File: src/rtl/cva6_ras_circular.sv
// Circular return-address stack with occupancy tracking, overflow pulse,
// replace-on-push+pop and speculative flush. Works for any DEPTH >= 1.
module cva6_ras_circular #(
  parameter int unsigned DEPTH = 2,
  parameter int unsigned VLEN  = 32,
  parameter int unsigned PTR_W = (DEPTH > 1) ? $clog2(DEPTH) : 1
) (
  input  logic             clk_i,
  input  logic             rst_ni,
  input  logic             flush_i,
  input  logic             push_i,
  input  logic             pop_i,
  input  logic [VLEN-1:0]  data_i,
  output logic             valid_o,
  output logic [VLEN-1:0]  ra_o,
  output logic [PTR_W:0]   count_o,
  output logic             overflow_o
);

  localparam logic [PTR_W-1:0] LAST_IDX  = PTR_W'(DEPTH - 1);
  localparam logic [PTR_W-1:0] PTR_ONE   = PTR_W'(1);
  localparam logic [PTR_W:0]   CNT_FULL  = (PTR_W + 1)'(DEPTH);
  localparam logic [PTR_W:0]   CNT_ONE   = (PTR_W + 1)'(1);

  logic [VLEN-1:0]  entry_q [DEPTH];
  logic [PTR_W-1:0] tp_q, tp_d;
  logic [PTR_W:0]   count_q, count_d;
  logic             ovf_q, ovf_d;
  logic             wr_en;
  logic [PTR_W-1:0] wr_idx;

  // Explicit wrap compares so non-power-of-2 depths never rely on modulo overflow.
  function automatic logic [PTR_W-1:0] ptr_inc(input logic [PTR_W-1:0] p);
    return (p == LAST_IDX) ? '0 : p + PTR_ONE;
  endfunction

  function automatic logic [PTR_W-1:0] ptr_dec(input logic [PTR_W-1:0] p);
    return (p == '0) ? LAST_IDX : p - PTR_ONE;
  endfunction

  always_comb begin
    tp_d    = tp_q;
    count_d = count_q;
    ovf_d   = 1'b0;
    wr_en   = 1'b0;
    wr_idx  = tp_q;
    if (flush_i) begin
      tp_d    = '0;
      count_d = '0;
    end else if (push_i && pop_i && (count_q != '0)) begin
      wr_en  = 1'b1;
      wr_idx = tp_q;
    end else if (push_i) begin
      tp_d   = ptr_inc(tp_q);
      wr_en  = 1'b1;
      wr_idx = ptr_inc(tp_q);
      if (count_q == CNT_FULL) begin
        ovf_d = 1'b1;
      end else begin
        count_d = count_q + CNT_ONE;
      end
    end else if (pop_i && (count_q != '0)) begin
      tp_d    = ptr_dec(tp_q);
      count_d = count_q - CNT_ONE;
    end
  end

  always_ff @(posedge clk_i or negedge rst_ni) begin
    if (!rst_ni) begin
      tp_q    <= '0;
      count_q <= '0;
      ovf_q   <= 1'b0;
      for (int i = 0; i < DEPTH; i++) begin
        entry_q[i] <= '0;
      end
    end else begin
      tp_q    <= tp_d;
      count_q <= count_d;
      ovf_q   <= ovf_d;
      for (int i = 0; i < DEPTH; i++) begin
        if (wr_en && (wr_idx == PTR_W'(i))) begin
          entry_q[i] <= data_i;
        end
      end
    end
  end

  always_comb begin
    ra_o = '0;
    for (int i = 0; i < DEPTH; i++) begin
      if (tp_q == PTR_W'(i)) begin
        ra_o = entry_q[i];
      end
    end
  end

  assign valid_o    = (count_q != '0);
  assign count_o    = count_q;
  assign overflow_o = ovf_q;

endmodule

File: config.mk
export PLATFORM = sky130hd
export DESIGN_NAME = cva6_ras_circular
export DESIGN_NICKNAME = d
export VERILOG_FILES = /design/src/rtl/cva6_ras_circular.sv
export SDC_FILE = /design/constraint.sdc
export NUM_CORES = 1
export LEC_CHECK = 0
export BUFFER_PORTS_ARGS = -buffer_cell sky130_fd_sc_hd__buf_2
export CORE_AREA = 2 2 83 85
export CTS_CLUSTER_SIZE = 28
export DETAILED_ROUTE_END_ITERATION = 12
export DIE_AREA = 0 0 85 87
export PLACE_DENSITY = 0.73
export SLEW_MARGIN = 0
export SYNTH_ARGS = -nofsm -noshare
export SYNTH_HDL_FRONTEND = slang
export SYNTH_SLANG_ARGS = --single-unit
export TNS_END_PERCENT = 30
File: constraint.sdc
create_clock -name clk_i -period 5.1 [get_ports clk_i]
set_input_delay 0 -clock clk_i [delete_from_list [all_inputs] [get_ports clk_i]]
set_output_delay 0 -clock clk_i [all_outputs]
set_load 0.01 [all_outputs]
### Word-level counts from Yosys, hierarchy flattened

Cells that the tools add are included.
W data, S select, Z words.

* output and inout port bits: 36
* input bits: 37
* logic and storage cells: 44
* bits in registers: 68

* equal/unequal tests: 3
* reductions and logical operators: 9
* $add $sub $neg: 4
* mux-type cells: 22
* bitwise operators: 1

Operators by type and width (number)
* $mux W32: 1
* $mux W1: 16
* $mux W2: 5
* $logic_and A1 B1 Y1: 5
* $ne A3 B3 Y1 const B: 1
* $reduce_and A3 Y1: 1
* $reduce_bool A3 Y1: 1
* $add A2 B1 Y2 const B: 1
* $eq A2 B2 Y1 const B: 1
* $ne A2 B2 Y1 const B: 1
* $reduce_and A2 Y1: 1
* $reduce_bool A2 Y1: 1
* $sub A2 B1 Y2 const B: 1
* $add A1 B1 Y1 const B: 1
* $not A1 Y1: 1
* $sub A1 B1 Y1 const B: 1

### Longest topological paths before layout

* depth after elaboration: 7
* depth in mapped cells: 5
* mapped depth without buffers: 3

### Least setup slack after synthesis

OpenSTA, ideal clock, no wires.

* path type: flip-flop to flip-flop
* start point: reg tp_q
* end point: reg entry_q[10] in the netlist's numbering
* cell stages (with the launch flop): 6
* path buffers: 2
* clock period less this slack: 1788 ps
* data arrival time: 1663 ps
* data required time: 4975 ps
* slack: 3312 ps
* setup time: 125 ps
* cell sequence: dfrtp_1 -> buf_2 -> or3b_4 -> mux2i_4 -> buf_6 -> mux2_4

* cells in the longest elaborated chain, start to end: 6

Ends and longest elaborated chain
* start: declaration: RTL line 26 `logic [PTR_W-1:0] tp_q, tp_d;`
* start signal: assignment: RTL line 77 `tp_q <= tp_d;`
* $add A1 B1 Y1: RTL line 34 `return (p == LAST_IDX) ? '0 : p + PTR_ONE;`
* $mux W1: RTL line 34
* $mux W1: RTL line 53 `end else if (push_i) begin`
* $mux W1: RTL line 50 `end else if (push_i && pop_i && (count_q != '0)) begin`
* $mux W1 (*): RTL line 47 `if (flush_i) begin`
* $logic_and A1 B1 Y1 (*): RTL line 81 `if (wr_en && (wr_idx == PTR_W'(i))) begin`
* end signal: indexed assignment: RTL line 82 `entry_q[i] <= data_i;`
* end: declaration: RTL line 25 `logic [VLEN-1:0] entry_q [DEPTH];`

Mark *: on every way between the ends. The rest lies on a longest branch, timed or not.
A chain may end at the register's enable or synchronous reset.

### Worst setup path in the final report

* start point: reg tp_q
* end point: reg entry_q[14] in the netlist's numbering

Same word-level chain as after synthesis.

==> impl_metrics.csv <==
group,metric,value,unit
route,avgRoutedWirePerCell,15.67,µm
sta,rsz0062_at_grt,"no",
cts,clkTransAtPathRegs,0.07,ns
yosys,syn_inst,196,
place,portBuffers,72,
grt,grt_pass1_vias,2095,
sta,fmax,0.3906,GHz
grt,grt_max_degree,69,
yosys,synth_top_area_share,53.73,%
yosys,synth_top_family_by_area,"multiplexers",
critical_path,end_kind,"flop",
critical_path,r2r_end,"entry_q[14]",
critical_path,worst_r2r_startpoint,"tp_q",
critical_path,critical_path_class,"flop to flop",
yosys,syn-cell-area,3167,µm²
critical_path,cp.arrival,2.79,ns
finish,fin_cells,393,
sta,fin_crit_sh,50.20,%
critical_path,slowest_delay,0.58,ns
route,top_layer_used,"met4",
route,vias_per_cell,5.056,
place,dp.final_hpwl,3.822,mm
yosys,ys_types,24,
grt,grt_pass1_wl,10.19,mm
route,met1_length,2.792,mm
yosys,synthMostInstantiatedCell,"dfrtp_1",
cts,cts_root_buf,"clkbuf_8",
place,place_congestion,0.6620,
cts,cts_buffer_depth,2,
yosys,synthMuxAreaShare,39.00,%
route,routed_wirelength,6.157,mm
hold_path,hold_path_class,"input pin to flop",
grt,track_usage,17.71,%
sta,setup_viol,0,
yosys,yosysWarnings,0,
yosys,ys.flop_type,"dfrtp_1",
route,wl_met2,2.967,mm
yosys,synth_compound_area_share,1.304,%
die,core,6569,µm²
job,cap_violations,0,
die,ios,73,
cts,clkLatencyLatePin,0.34,ns
die,die_w,85,µm
critical_path,crit_path_start,"tp_q",
yosys,synthAdderAreaFrac,0,%
yosys,ys_ff_latch,68,
yosys,synthXorXnorAreaFrac,0.2766,%
yosys,synth_area_per_cell,16.16,µm²
yosys,synthSimpleGateAreaFrac,3.042,%
finish,fill_cells,480,
critical_path,r2r_cells,4,
route,ant_nets,0,
yosys,synth_top_area_cell,"dfrtp_1",
sta,period_minus_slack,2.560,ns
die,rows,30,
critical_path,cp_data_required_time,5.33,ns
sta,slew_headroom,42.67,%
yosys,synth_top_cells_by_area,"dfrtp_1, mux2_2, mux2_4",
cts,cts_sinks,68,
sta,skew,0.004870,ns
yosys,synth_edf_count,0,
critical_path,r2r_slack,2.54,ns
die,die_area,7395,µm²
sta,tightest_slew,0.8599,ns
sta,fin_setup_tns,0,ns
cts,cts_buffers,9,
finish,n_antenna_cell,0,
pwr,p_leak,1.943,nW
grt,antenna_found_initial,0,
critical_path,critPathSlowestCell,"dfrtp_1",
yosys,ys_async_sr_fraction,100.0,%
route,drtPass1Iterations,4,
finish,finalNetCount,345,
route,drt_first_iter_violations,84,
cts,htreeDepth,3,
run_status,outcome,"complete, no violations",
place,dp_cells,342,
critical_path,start_kind,"flop",
finish,drive_gt1_share,61.66,%
pwr,p_per_area,477.1,nW/µm²
yosys,netlist_top_cells_count,"dfrtp_1, mux2_2, mux2_4, buf_6",
route,drc,0,
cts,cts_tree,"yes",
yosys,synth_nets,233,
sta,report.final.slew_viol_count,0,
finish,syn_to_final_growth,32.48,%
cts,post-cts-setup-buffers,0,
grt,overflow,0,
critical_path,worstPathCellList,"or3b_4 > mux2i_4 > buf_4 > mux2_4",
sta,finalHoldViolCount,0,
die,start_util,48.21,%
die,die_y,87,µm
route,dr_wl_met3,342,µm
yosys,ys_seq_area_share,53.73,%
route,via_count,1987,
critical_path,worst-path-max-fanout,21,
critical_path,critPathCapture,"entry_q[14]",
pwr,peakVddDrop,0.3276,mV
## power by group
part / total (W) / switching (W) / internal, W
logic: 0.000598 / 0.000226 / 0.000372
clock network: 0.000596 / 0.000208 / 0.000389
registers: 0.000808 / 0.0000938 / 0.000714
total: 0.00200 / 0.000528 / 0.00147
## critical path, delay by kind of cell, from the launching register on
kind | cells | cell delay (ns)
muxes | 2 | 0.85
DFF | 1 | 0.58
and+or+nand+nor | 1 | 0.51
buffers and inverters | 1 | 0.48
## stage by stage
stage               hold WS (ns)  setup WS (ns)  utilization, %  total power (W)  area (µm²)
finish                   0.04753          2.540           63.87         0.002002        4195
global route             0.07065          2.412           63.87         0.002108        4195
CTS                      0.03613          2.518           63.87         0.002021        4195
detailed placement        0.2505          2.535           54.40         0.001396        3573
global placement          0.2443          2.558           54.40         0.001381        3573
floorplan                -0.2956          3.312               -         0.001206        3167
## placed cells by master (no fill, tap or decap), types with 2 or more instances in the layout
master         synthesis  final
mux2_4                29     29
mux2i_4                2      2
mux2_2                67     67
buf_2                  1     72
buf_4                  0      4
nor2_1                 2      2
nor3_1                 2      2
dfrtp_1               68     68
clkbuf_8               0     10
dlygate4sd3_1          0     35
nand2b_1               2      2
bufinv_16              0      4
nor2b_1                2      2
## logic make-up after synthesis
logic type / Yosys count
multiplexers: 98
flip-flops: 68
AND/OR/NAND/NOR: 14
buffers and inverters: 10
AO/OA/AOI/OAI: 5
XOR/XNOR: 1
## worst min path at each step
stage,startpoint,to,slack [ns],depth (start not counted)
2_1_floorplan,rst_ni,count_o[0],-0.30,0
3_3_place_gp,data_i[9],entry_q[9],0.24,2
3_5_place_dp,rst_ni,entry_q[61],0.25,2
4_1_cts,push_i,overflow_o,0.04,3
5_1_grt,push_i,overflow_o,0.07,3
6_report,push_i,overflow_o,0.05,3
## area by class of cell
cell class / instances / area [µm²] / area share, %
multi-input combinational: 118 / 1381 / 32.93
sequential: 68 / 1702 / 40.56
tap: 80 / 100.1 / 2.386
timing repair buffer: 111 / 740.7 / 17.66
clock buffer: 10 / 137.6 / 3.281
clock inverter: 6 / 133.9 / 3.191
## sequential cells by signal, summed over array words and instances (netlist names)
register / flops
entry_q: 64
count_o: 2
overflow_o: 1
tp_q: 1
## routing by layer
layer | up-vias | track usage, %
met5 | - | 0
met4 | 0 | 4.329
met3 | 5 | 5.877
met2 | 51 | 28.91
met1 | 1006 | 23.01
li1 | 925 | -
## repair_timing
action                    in CTS  in global routing
gates resized for setup        0                  0
hold endpoints to repair     135                  0
hold buffers                  35                  0
No activity file was read; power rests on OpenSTA's default activity.
